**config.mk**
```make
export PLATFORM = sky130hd
export DESIGN_NAME = key_debounce_flat
export DESIGN_NICKNAME = d
export VERILOG_FILES = /design/src/rtl/key_debounce_if.sv /design/src/rtl/key_debounce.sv /design/src/flat_wrapper.sv
export SDC_FILE = /design/constraint.sdc
export NUM_CORES = 1
export LEC_CHECK = 0
export ABC_AREA = 1
export ABC_CLOCK_PERIOD_IN_PS = 4050
export CAP_MARGIN = 40
export CORE_ASPECT_RATIO = 0.7
export CORE_MARGIN = 2
export CORE_UTILIZATION = 53
export DETAILED_ROUTE_END_ITERATION = 12
export PLACE_DENSITY = 0.71
export SETUP_SLACK_MARGIN = 0.1
export SLEW_MARGIN = 40
export SYNTH_ARGS = -nofsm -noshare
export SYNTH_HDL_FRONTEND = slang
export SYNTH_SLANG_ARGS = --single-unit
export TNS_END_PERCENT = 30
```
**constraint.sdc**
```tcl
create_clock -name clk -period 4.05 [get_ports clk]
set_input_delay 1.0125 -clock clk [delete_from_list [all_inputs] [get_ports clk]]
set_output_delay 1.0125 -clock clk [all_outputs]
set_load 0.01 [all_outputs]
```
**src/rtl/key_debounce_if.sv**
```systemverilog
// Key conditioner bundle: raw board pins in, debounced level/pulses/toggle out.
// Latency: none (wires only).
// Backpressure: none; the pins free-run and consumers sample every cycle.
//
// Signals:
//   key_raw     raw asynchronous key pins (driven by master)
//   key_clean   debounced level, 1 = pressed
//   key_press   one-cycle pulse on clean 0->1
//   key_release one-cycle pulse on clean 1->0
//   key_toggle  flips on every press
interface key_debounce_if #(
  parameter int w_key = 4
);
  logic [w_key-1:0] key_raw;
  logic [w_key-1:0] key_clean;
  logic [w_key-1:0] key_press;
  logic [w_key-1:0] key_release;
  logic [w_key-1:0] key_toggle;

  // master: board/pin side that drives the raw keys and consumes the results
  modport master (
    output key_raw,
    input  key_clean,
    input  key_press,
    input  key_release,
    input  key_toggle
  );

  // slave: the conditioner itself
  modport slave (
    input  key_raw,
    output key_clean,
    output key_press,
    output key_release,
    output key_toggle
  );
endinterface

```
**src/rtl/key_debounce.sv**
```systemverilog
// Per-key synchronizer + stability-counter debouncer + edge/toggle generation.
// Latency: stable_cycles + 2 edges from a settled pin change to key_clean/key_press/key_release.
// Backpressure: none; pulses are single-cycle and must be sampled when they occur.
//
// Ports:
//   clk  single rising-edge clock
//   rst  synchronous active-high reset (clears every register)
//   kif  key_debounce_if.slave: key_raw in; key_clean/key_press/key_release/key_toggle out
module key_debounce #(
  parameter int clk_mhz        = 50,
  parameter int w_key          = 4,
  parameter int debounce_ms    = 10,
  parameter int stable_cycles  = clk_mhz * 1000 * debounce_ms,
  parameter bit key_active_low = 1'b0,
  parameter int w_cnt          = $clog2(stable_cycles + 1)
) (
  input  logic           clk,
  input  logic           rst,
  key_debounce_if.slave  kif
);

  localparam logic [w_cnt-1:0] cnt_max = w_cnt'(stable_cycles - 1);

  logic [w_key-1:0] p;
  logic [w_key-1:0] sync1;
  logic [w_key-1:0] s;
  logic [w_cnt-1:0] cnt [w_key];
  logic [w_key-1:0] clean_q;
  logic [w_key-1:0] press_q;
  logic [w_key-1:0] release_q;
  logic [w_key-1:0] toggle_q;

  // Normalize so that 1 always means "pressed" downstream of this point.
  assign p = key_active_low ? ~kif.key_raw : kif.key_raw;

  // Two-flop synchronizer; nothing sits between the flops so the first stage
  // has a full cycle to resolve metastability.
  always_ff @(posedge clk) begin
    if (rst) begin
      sync1 <= '0;
      s     <= '0;
    end else begin
      sync1 <= p;
      s     <= sync1;
    end
  end

  // Debounce: a key's clean level follows s only after s has disagreed with it
  // for stable_cycles consecutive cycles. Any agreeing cycle restarts the count,
  // so the counter tops out at cnt_max and never wraps.
  always_ff @(posedge clk) begin
    if (rst) begin
      for (int i = 0; i < w_key; i++) begin
        cnt[i] <= '0;
      end
      clean_q   <= '0;
      press_q   <= '0;
      release_q <= '0;
      toggle_q  <= '0;
    end else begin
      for (int i = 0; i < w_key; i++) begin
        press_q[i]   <= 1'b0;
        release_q[i] <= 1'b0;
        if (s[i] == clean_q[i]) begin
          cnt[i] <= '0;
        end else if (cnt[i] == cnt_max) begin
          // s differs from clean here, so s itself tells the edge direction.
          cnt[i]       <= '0;
          clean_q[i]   <= s[i];
          press_q[i]   <= s[i];
          release_q[i] <= ~s[i];
          toggle_q[i]  <= toggle_q[i] ^ s[i];
        end else begin
          cnt[i] <= cnt[i] + 1'b1;
        end
      end
    end
  end

  assign kif.key_clean   = clean_q;
  assign kif.key_press   = press_q;
  assign kif.key_release = release_q;
  assign kif.key_toggle  = toggle_q;

endmodule

```
**src/flat_wrapper.sv**
```systemverilog
// flat-port wrapper written by rule: the top's interface ports become plain ports
module key_debounce_flat 
#(
  parameter int clk_mhz        = 50,
  parameter int w_key          = 4,
  parameter int debounce_ms    = 10,
  parameter int stable_cycles  = clk_mhz * 1000 * debounce_ms,
  parameter bit key_active_low = 1'b0,
  parameter int w_cnt          = $clog2(stable_cycles + 1)
)
  (clk, rst, kif_key_raw, kif_key_clean, kif_key_press, kif_key_release, kif_key_toggle);
  key_debounce_if #(.w_key(w_key)) kif_i ();
  input  logic clk;
  input  logic rst;
  input wire logic [$bits(kif_i.key_raw)-1:0] kif_key_raw;
  output wire logic [$bits(kif_i.key_clean)-1:0] kif_key_clean;
  output wire logic [$bits(kif_i.key_press)-1:0] kif_key_press;
  output wire logic [$bits(kif_i.key_release)-1:0] kif_key_release;
  output wire logic [$bits(kif_i.key_toggle)-1:0] kif_key_toggle;
  assign kif_i.key_raw = kif_key_raw;
  assign kif_key_clean = kif_i.key_clean;
  assign kif_key_press = kif_i.key_press;
  assign kif_key_release = kif_i.key_release;
  assign kif_key_toggle = kif_i.key_toggle;
  key_debounce #(.clk_mhz(clk_mhz), .w_key(w_key), .debounce_ms(debounce_ms), .stable_cycles(stable_cycles), .key_active_low(key_active_low), .w_cnt(w_cnt)) u_core (.clk(clk), .rst(rst), .kif(kif_i));
endmodule
```
==> impl_metrics.env, run 1 <==
export IMPL_post_cts_buffers=0
export IMPL_dp_hpwl_um=8030
export IMPL_die_area_um2=11400
export IMPL_setup_viol=0
export IMPL_p_per_area_nw_per_um2=323
export IMPL_nNetsFinal=809
export IMPL_post_cts_resized=0
export IMPL_hold_viol=0
export IMPL_die_h_um=89.8
export IMPL_status="completed"
export IMPL_path_clk_slew_ps=60
export IMPL_fill_cells=876
export IMPL_grt_pass1_vias=4103
export IMPL_max_stage_delay_ps=650
export IMPL_finalMaxSlewViolations=0
export IMPL_cts_tree="yes"
export IMPL_min_period_over_period_pct=67.5
export IMPL_leakagePower_uw=0.00261
export IMPL_antenna_left=0
export IMPL_ir_worst_vdd_mv=0.244
export IMPL_synthToLayoutAreaGrowth_pct=15.8
export IMPL_port_buffers=21
export IMPL_drt_total_wl_um=10500
export IMPL_crit_path_end_kind="flip-flop"
export IMPL_crit_chain="clkdlybuf4s50_1 -> inv_1 -> o21ai_0 -> o21bai_4 -> a21oi_1"
export IMPL_p_sw_share_pct=21.5
export IMPL_first_pass_iters=4
export IMPL_synth_area_per_cell_um2=7.98
export IMPL_crit_required_ps=4220
export IMPL_post_route_min_period_ps=2740
export IMPL_diodes=0
export IMPL_antenna_found_initial=0
export IMPL_gp_congestion=0.890
export IMPL_internal_power_uw=1640
export IMPL_syn_area_um2=5580
export IMPL_drive_above_1_share_pct=4.98
export IMPL_rsz0062_at_grt="false"
export IMPL_power_uw=2090
export IMPL_synth_edf_count=76
export IMPL_multi_input_area_um2=2690
export IMPL_yosys_warnings=0
export IMPL_clkLatencyLatePin_ps=340
export IMPL_cts_buffers=9
export IMPL_worstHoldPathType="reg -> reg"
export IMPL_combPwrFrac_pct=4.9
export IMPL_ys_seq_area_share_pct=49.5
export IMPL_synth_ff_type="edfxtp_1"
export IMPL_fp_coreArea_um2=10300
export IMPL_track_usage_pct=19.1
export IMPL_fmax_ghz=0.366
export IMPL_finalClockSkew_ps=8.64
export IMPL_ys_types=33
export IMPL_vias=4479
export IMPL_worstPathMaxFanout=16
export IMPL_synth_area_leader_cell="edfxtp_1"
export IMPL_power_frac_seq_pct=56.3
export IMPL_switchingPower_uw=450
export IMPL_grt_remaining_overflow=0
export IMPL_start_util_pct=54.3
export IMPL_cap_violations=0
export IMPL_die_w_um=127
export IMPL_critPathSlowestCell="clkdlybuf4s50_1"
export IMPL_avgRoutedWirePerCell_um=11.3
export IMPL_yosys_register_bits=100
export IMPL_synth_top_area_share_pct=40.9
export IMPL_synthArstFlopShare_pct=0
export IMPL_grt_max_degree=18
export IMPL_pin_count=22
export IMPL_clock_power_share_pct=38.8
export IMPL_crit_path_start_kind="input pin"
export IMPL_setup_tns_ps=0
export IMPL_route_detailed_drc=0
export IMPL_grt_pass1_wl_um=17800
export IMPL_ff_latch_area_um2=2760
export IMPL_critical_path_class="in -> reg"
export IMPL_synthCells=699
export IMPL_drt_iter0_drc=371
export IMPL_cts_root_buffer="clkbuf_16"
export IMPL_ctsHoldBuffers=0
export IMPL_crit_arrival_ps=2910
export IMPL_synthTopCellsByArea="edfxtp_1, nand2_1, nor2_1, dfxtp_1, inv_1"
export IMPL_vias_per_cell=4.79
export IMPL_clkSinkCount=100
export IMPL_h_tree_depth=3
export IMPL_rows=31
export IMPL_cts_buffer_depth=2
==> registers in the layout, summed over array words and instances (netlist names) <==
name / cells
u_core.cnt: 76
u_core.sync1: 4
u_core.kif.key_release: 4
u_core.kif.key_clean: 4
u_core.s: 4
u_core.kif.key_press: 4
u_core.kif.key_toggle: 4
==> cell families (layout without fill, tap and decap cells) <==
kind of cell	after synthesis	in the layout	share of synthesized area [%]
flops	100	100	49.5
simple gates	426	426	33.5
fa+ha+maj	4	4	0.898
other cells	1	76	0.0672
xor+xnor	27	27	4.24
compound gates	43	43	4.60
buf+inv	98	128	7.20
==> per-stage QoR <==
step,std cells,worst slack [ps],util (%),hold WS (ps),cell area [µm²]
2_1_floorplan,774,2210,-,388,5860
3_3_place_gp,920,1070,60.1,391,6180
3_5_place_dp,920,984,60.1,400,6180
4_1_cts,936,1340,62.8,410,6460
5_1_grt,936,1130,62.8,433,6460
6_report,936,1310,62.8,403,6460
==> worst paths after layout <==
kind	from	endpoint	slack, ps	cells past startpoint
hold / removal	u_core.sync1[1]	u_core.s[1]	400	2
setup reg to reg	u_core.cnt[1][0]	u_core.cnt[1][18]	2180	6
hold reg to reg	u_core.sync1[1]	u_core.s[1]	400	2
setup / recovery	rst	u_core.cnt[2][14]	1310	5
==> power groups by stage <==
stage	registers (µW)	logic, µW	clock network, µW
after CTS	1170	101	835
after global placement	1190	98.2	0
final	1180	103	809
after floorplan	1180	84.2	0
after global routing	1180	120	875
after detailed placement	1200	100	0
==> final cells by class <==
class	instances	area share (%)
Multi-Input combinational cell	576	41.7
Sequential cell	100	42.8
Clock buffer	14	4.24
Clock inverter	2	0.136
Tap cell	132	2.56
Timing Repair Buffer	21	3.25
Inverter	91	5.33
==> routing by layer <==
layer	global-route usage, %	up-vias	share of wire (%)
met5	0	-	0
li1	-	2376	-
met2	29.9	68	44
met3	5.12	4	4.4
met4	5.31	0	0.49
met1	26.3	2031	51
==> cell usage in the layout, fill, tap and decap left out, types with 2 or more instances in the layout <==
master,count
clkbuf_8,3
dfxtp_1,24
or2_0,3
nand4_1,17
xor2_1,19
nor3_1,13
nor2_1,147
o21ai_0,8
edfxtp_1,76
nor4_1,2
a21oi_1,32
nor2_2,8
conb_1,76
inv_1,89
nand3_1,45
or2_2,2
xnor2_1,8
clkdlybuf4s50_1,21
clkbuf_16,9
clkbuf_1,2
nor2_4,6
ha_1,4
nand2_2,2
nand3b_1,6
o21bai_4,3
nand3_2,2
nand2_1,169
==> worst max-delay path: cells and delay by family <==
family                 cells  cell delay, ps
buffers and inverters      2            1130
AO/OA/AOI/OAI              3             750
==> Yosys cell counts (all sizes together), types with 2 or more instances <==
master	number
nand2	171
nor2	161
inv	91
edfxtp	76
nand3	48
a21oi	32
dfxtp	24
xor2	19
nand4	18
nor3	13
o21ai	8
xnor2	8
buf	6
nand3b	6
or2	6
ha	4
o21bai	3
nor4	2
No activity file was read; power rests on OpenSTA's default activity.
==> run 2, diff against run 1 <==
ABC_CLOCK_PERIOD_IN_PS = 2700   (was 4050)
clock period = 2.7 ns   (was 4.05 ns; I/O delays follow)
==> run 2 against run 1 <==
Net effect:
- cell count is 0.11% higher
- global-route usage is 1.7 points higher
- setup slack worse by 650 ps
- clock-buffer cell count is 1 higher
- wire length is 7.0% higher
- non-clock buffer count is 1 higher
- combinational power is 53% higher
- critical endpoint is now kif_key_clean[0]
- sequential share of layout area hardly changed
- register-to-register slack worse by 1300 ps
- critical path depth is 4 lower
- first-iteration DRC count is 13% lower
==> impl_metrics.env, run 2 (synthesized netlist as in run 1, its figures left out) <==
export IMPL_finalMaxSlewViolations=0
export IMPL_layout_common_cells="nand2_1, nor2_1, inv_1, edfxtp_1, conb_1"
export IMPL_crit_chain="clkdlybuf4s50_1"
export IMPL_vias=4646
export IMPL_antenna_found_initial=0
export IMPL_path_buf_inv=1
export IMPL_grt_pass1_vias=4377
export IMPL_grt_max_degree=18
export IMPL_crit_required_ps=2030
export IMPL_vias_per_cell=4.96
export IMPL_route_detailed_drc=0
export IMPL_reg2reg_depth=6
export IMPL_cts_root_buffer="clkbuf_16"
export IMPL_post_cts_buffers=0
export IMPL_crit_arrival_ps=1360
export IMPL_setup_viol=0
export IMPL_path_clk_slew_ps=60
export IMPL_ctsHoldBuffers=0
export IMPL_hold_viol=0
export IMPL_crit_family="buffers and inverters"
export IMPL_start_util_pct=54.3
export IMPL_die_area_um2=11400
export IMPL_port_buffers=21
export IMPL_post_cts_resized=0
export IMPL_combPwrFrac_pct=5.0
export IMPL_holdPathEnd="u_core.s[3]"
export IMPL_cts_buffers=9
export IMPL_min_period_over_period_pct=75.3
export IMPL_placed_cells=921
export IMPL_ir_worst_vdd_mv=0.392
export IMPL_antenna_left=0
export IMPL_track_usage_pct=20.8
export IMPL_drt_iter0_drc=322
export IMPL_critPathSlowestCell="clkdlybuf4s50_1"
export IMPL_post_route_min_period_ps=2030
export IMPL_internal_power_uw=2460
export IMPL_clock_power_share_pct=39.2
export IMPL_worstHoldPathType="reg -> reg"
export IMPL_fill_cells=924
export IMPL_hp_start="u_core.sync1[3]"
export IMPL_crit_path_end_kind="output pin"
export IMPL_rsz0062_at_grt="false"
export IMPL_critical_path_class="reg -> out"
export IMPL_gp_congestion=0.889
export IMPL_fmax_ghz=0.492
export IMPL_drt_total_wl_um=11300
export IMPL_layout_commonest_cell="nand2_1"
export IMPL_die_w_um=127
export IMPL_max_flop_register="u_core.cnt"
export IMPL_status="completed"
export IMPL_avgRoutedWirePerCell_um=12.0
export IMPL_first_pass_iters=4
export IMPL_power_frac_seq_pct=55.8
export IMPL_largest_reg_flops=76
export IMPL_clkLatencyLatePin_ps=340
export IMPL_finalClockSkew_ps=3.60
export IMPL_final_cells=937
export IMPL_p_per_area_nw_per_um2=489
export IMPL_pin_count=22
export IMPL_rr_startpoint="u_core.cnt[2][0]"
export IMPL_setup_tns_ps=0
export IMPL_h_tree_depth=3
export IMPL_clkSinkCount=100
export IMPL_diodes=0
export IMPL_leakagePower_uw=0.00262
export IMPL_nNetsFinal=810
export IMPL_crit_path_start_kind="flip-flop"
export IMPL_p_sw_share_pct=22.2
export IMPL_grt_pass1_wl_um=19300
export IMPL_max_stage_delay_ps=590
export IMPL_cts_buffer_depth=2
export IMPL_switchingPower_uw=701
export IMPL_dp_hpwl_um=8430
export IMPL_cap_violations=0
export IMPL_fp_coreArea_um2=10300
export IMPL_r2r_slack_ps=840
export IMPL_drive_above_1_share_pct=5.09
export IMPL_worstPathMaxFanout=4
export IMPL_grt_remaining_overflow=0
export IMPL_cts_tree="yes"
export IMPL_r2r_end="u_core.cnt[2][5]"
export IMPL_die_h_um=89.8
export IMPL_rows=31
export IMPL_synthToLayoutAreaGrowth_pct=16.0
export IMPL_min_delay_path_depth=2
-- run 2: cell count changes in the layout (fill, tap and decap cells not counted) --
cell,before,now
buf_4,0,1
clkbuf_1,2,3
clkinv_1,1,0
-- run 2: power groups by stage --
stage | Clock (µW) | Sequential, µW | Combinational (µW)
3_5_place_dp | 0 | 1800 | 153
3_3_place_gp | 0 | 1790 | 149
6_report | 1240 | 1760 | 158
2_1_floorplan | 0 | 1780 | 126
4_1_cts | 1270 | 1760 | 155
5_1_grt | 1320 | 1770 | 186
-- run 2: metal layers --
metal | GRT usage (%) | part of all wire, % | vias up
met5 | 0 | 0 | -
met2 | 33.7 | 45 | 119
li1 | - | - | 2380
met1 | 28.2 | 48 | 2135
met4 | 5.13 | 1.1 | 0
met3 | 5.00 | 5.2 | 12
-- run 2: through the flow --
step | worst slack [ps] | utilization [%] | cell area, µm² | hold slack, ps | power [µW]
floorplan | 1110 | - | 5860 | 388 | 1900
global placement | 402 | 60.2 | 6180 | 389 | 1940
detailed placement | 343 | 60.2 | 6180 | 395 | 1950
CTS | 661 | 62.9 | 6470 | 404 | 3190
global route | 508 | 62.9 | 6470 | 409 | 3280
finish | 667 | 62.9 | 6470 | 401 | 3160
-- run 2: layout make-up --
type | count | area [µm²] | area share (%)
clock buffer | 15 | 278 | 4.30
clock inverter | 1 | 5.00 | 0.0774
inverter | 91 | 344 | 5.32
multi-input combinational | 576 | 2690 | 41.7
sequential | 100 | 2760 | 42.7
tap | 132 | 165 | 2.55
timing repair buffer | 22 | 218 | 3.37
-- run 2: worst max path at each step --
stage,start,end,cells after the start,slack (ps)
2_1_floorplan,u_core.cnt[3][0],u_core.cnt[3][2],9,1110
3_3_place_gp,rst,u_core.cnt[2][2],5,400
3_5_place_dp,rst,u_core.cnt[2][3],5,340
4_1_cts,u_core.kif.key_clean[0],kif_key_clean[0],1,660
5_1_grt,rst,u_core.cnt[2][6],5,510
6_report,u_core.kif.key_clean[0],kif_key_clean[0],1,670
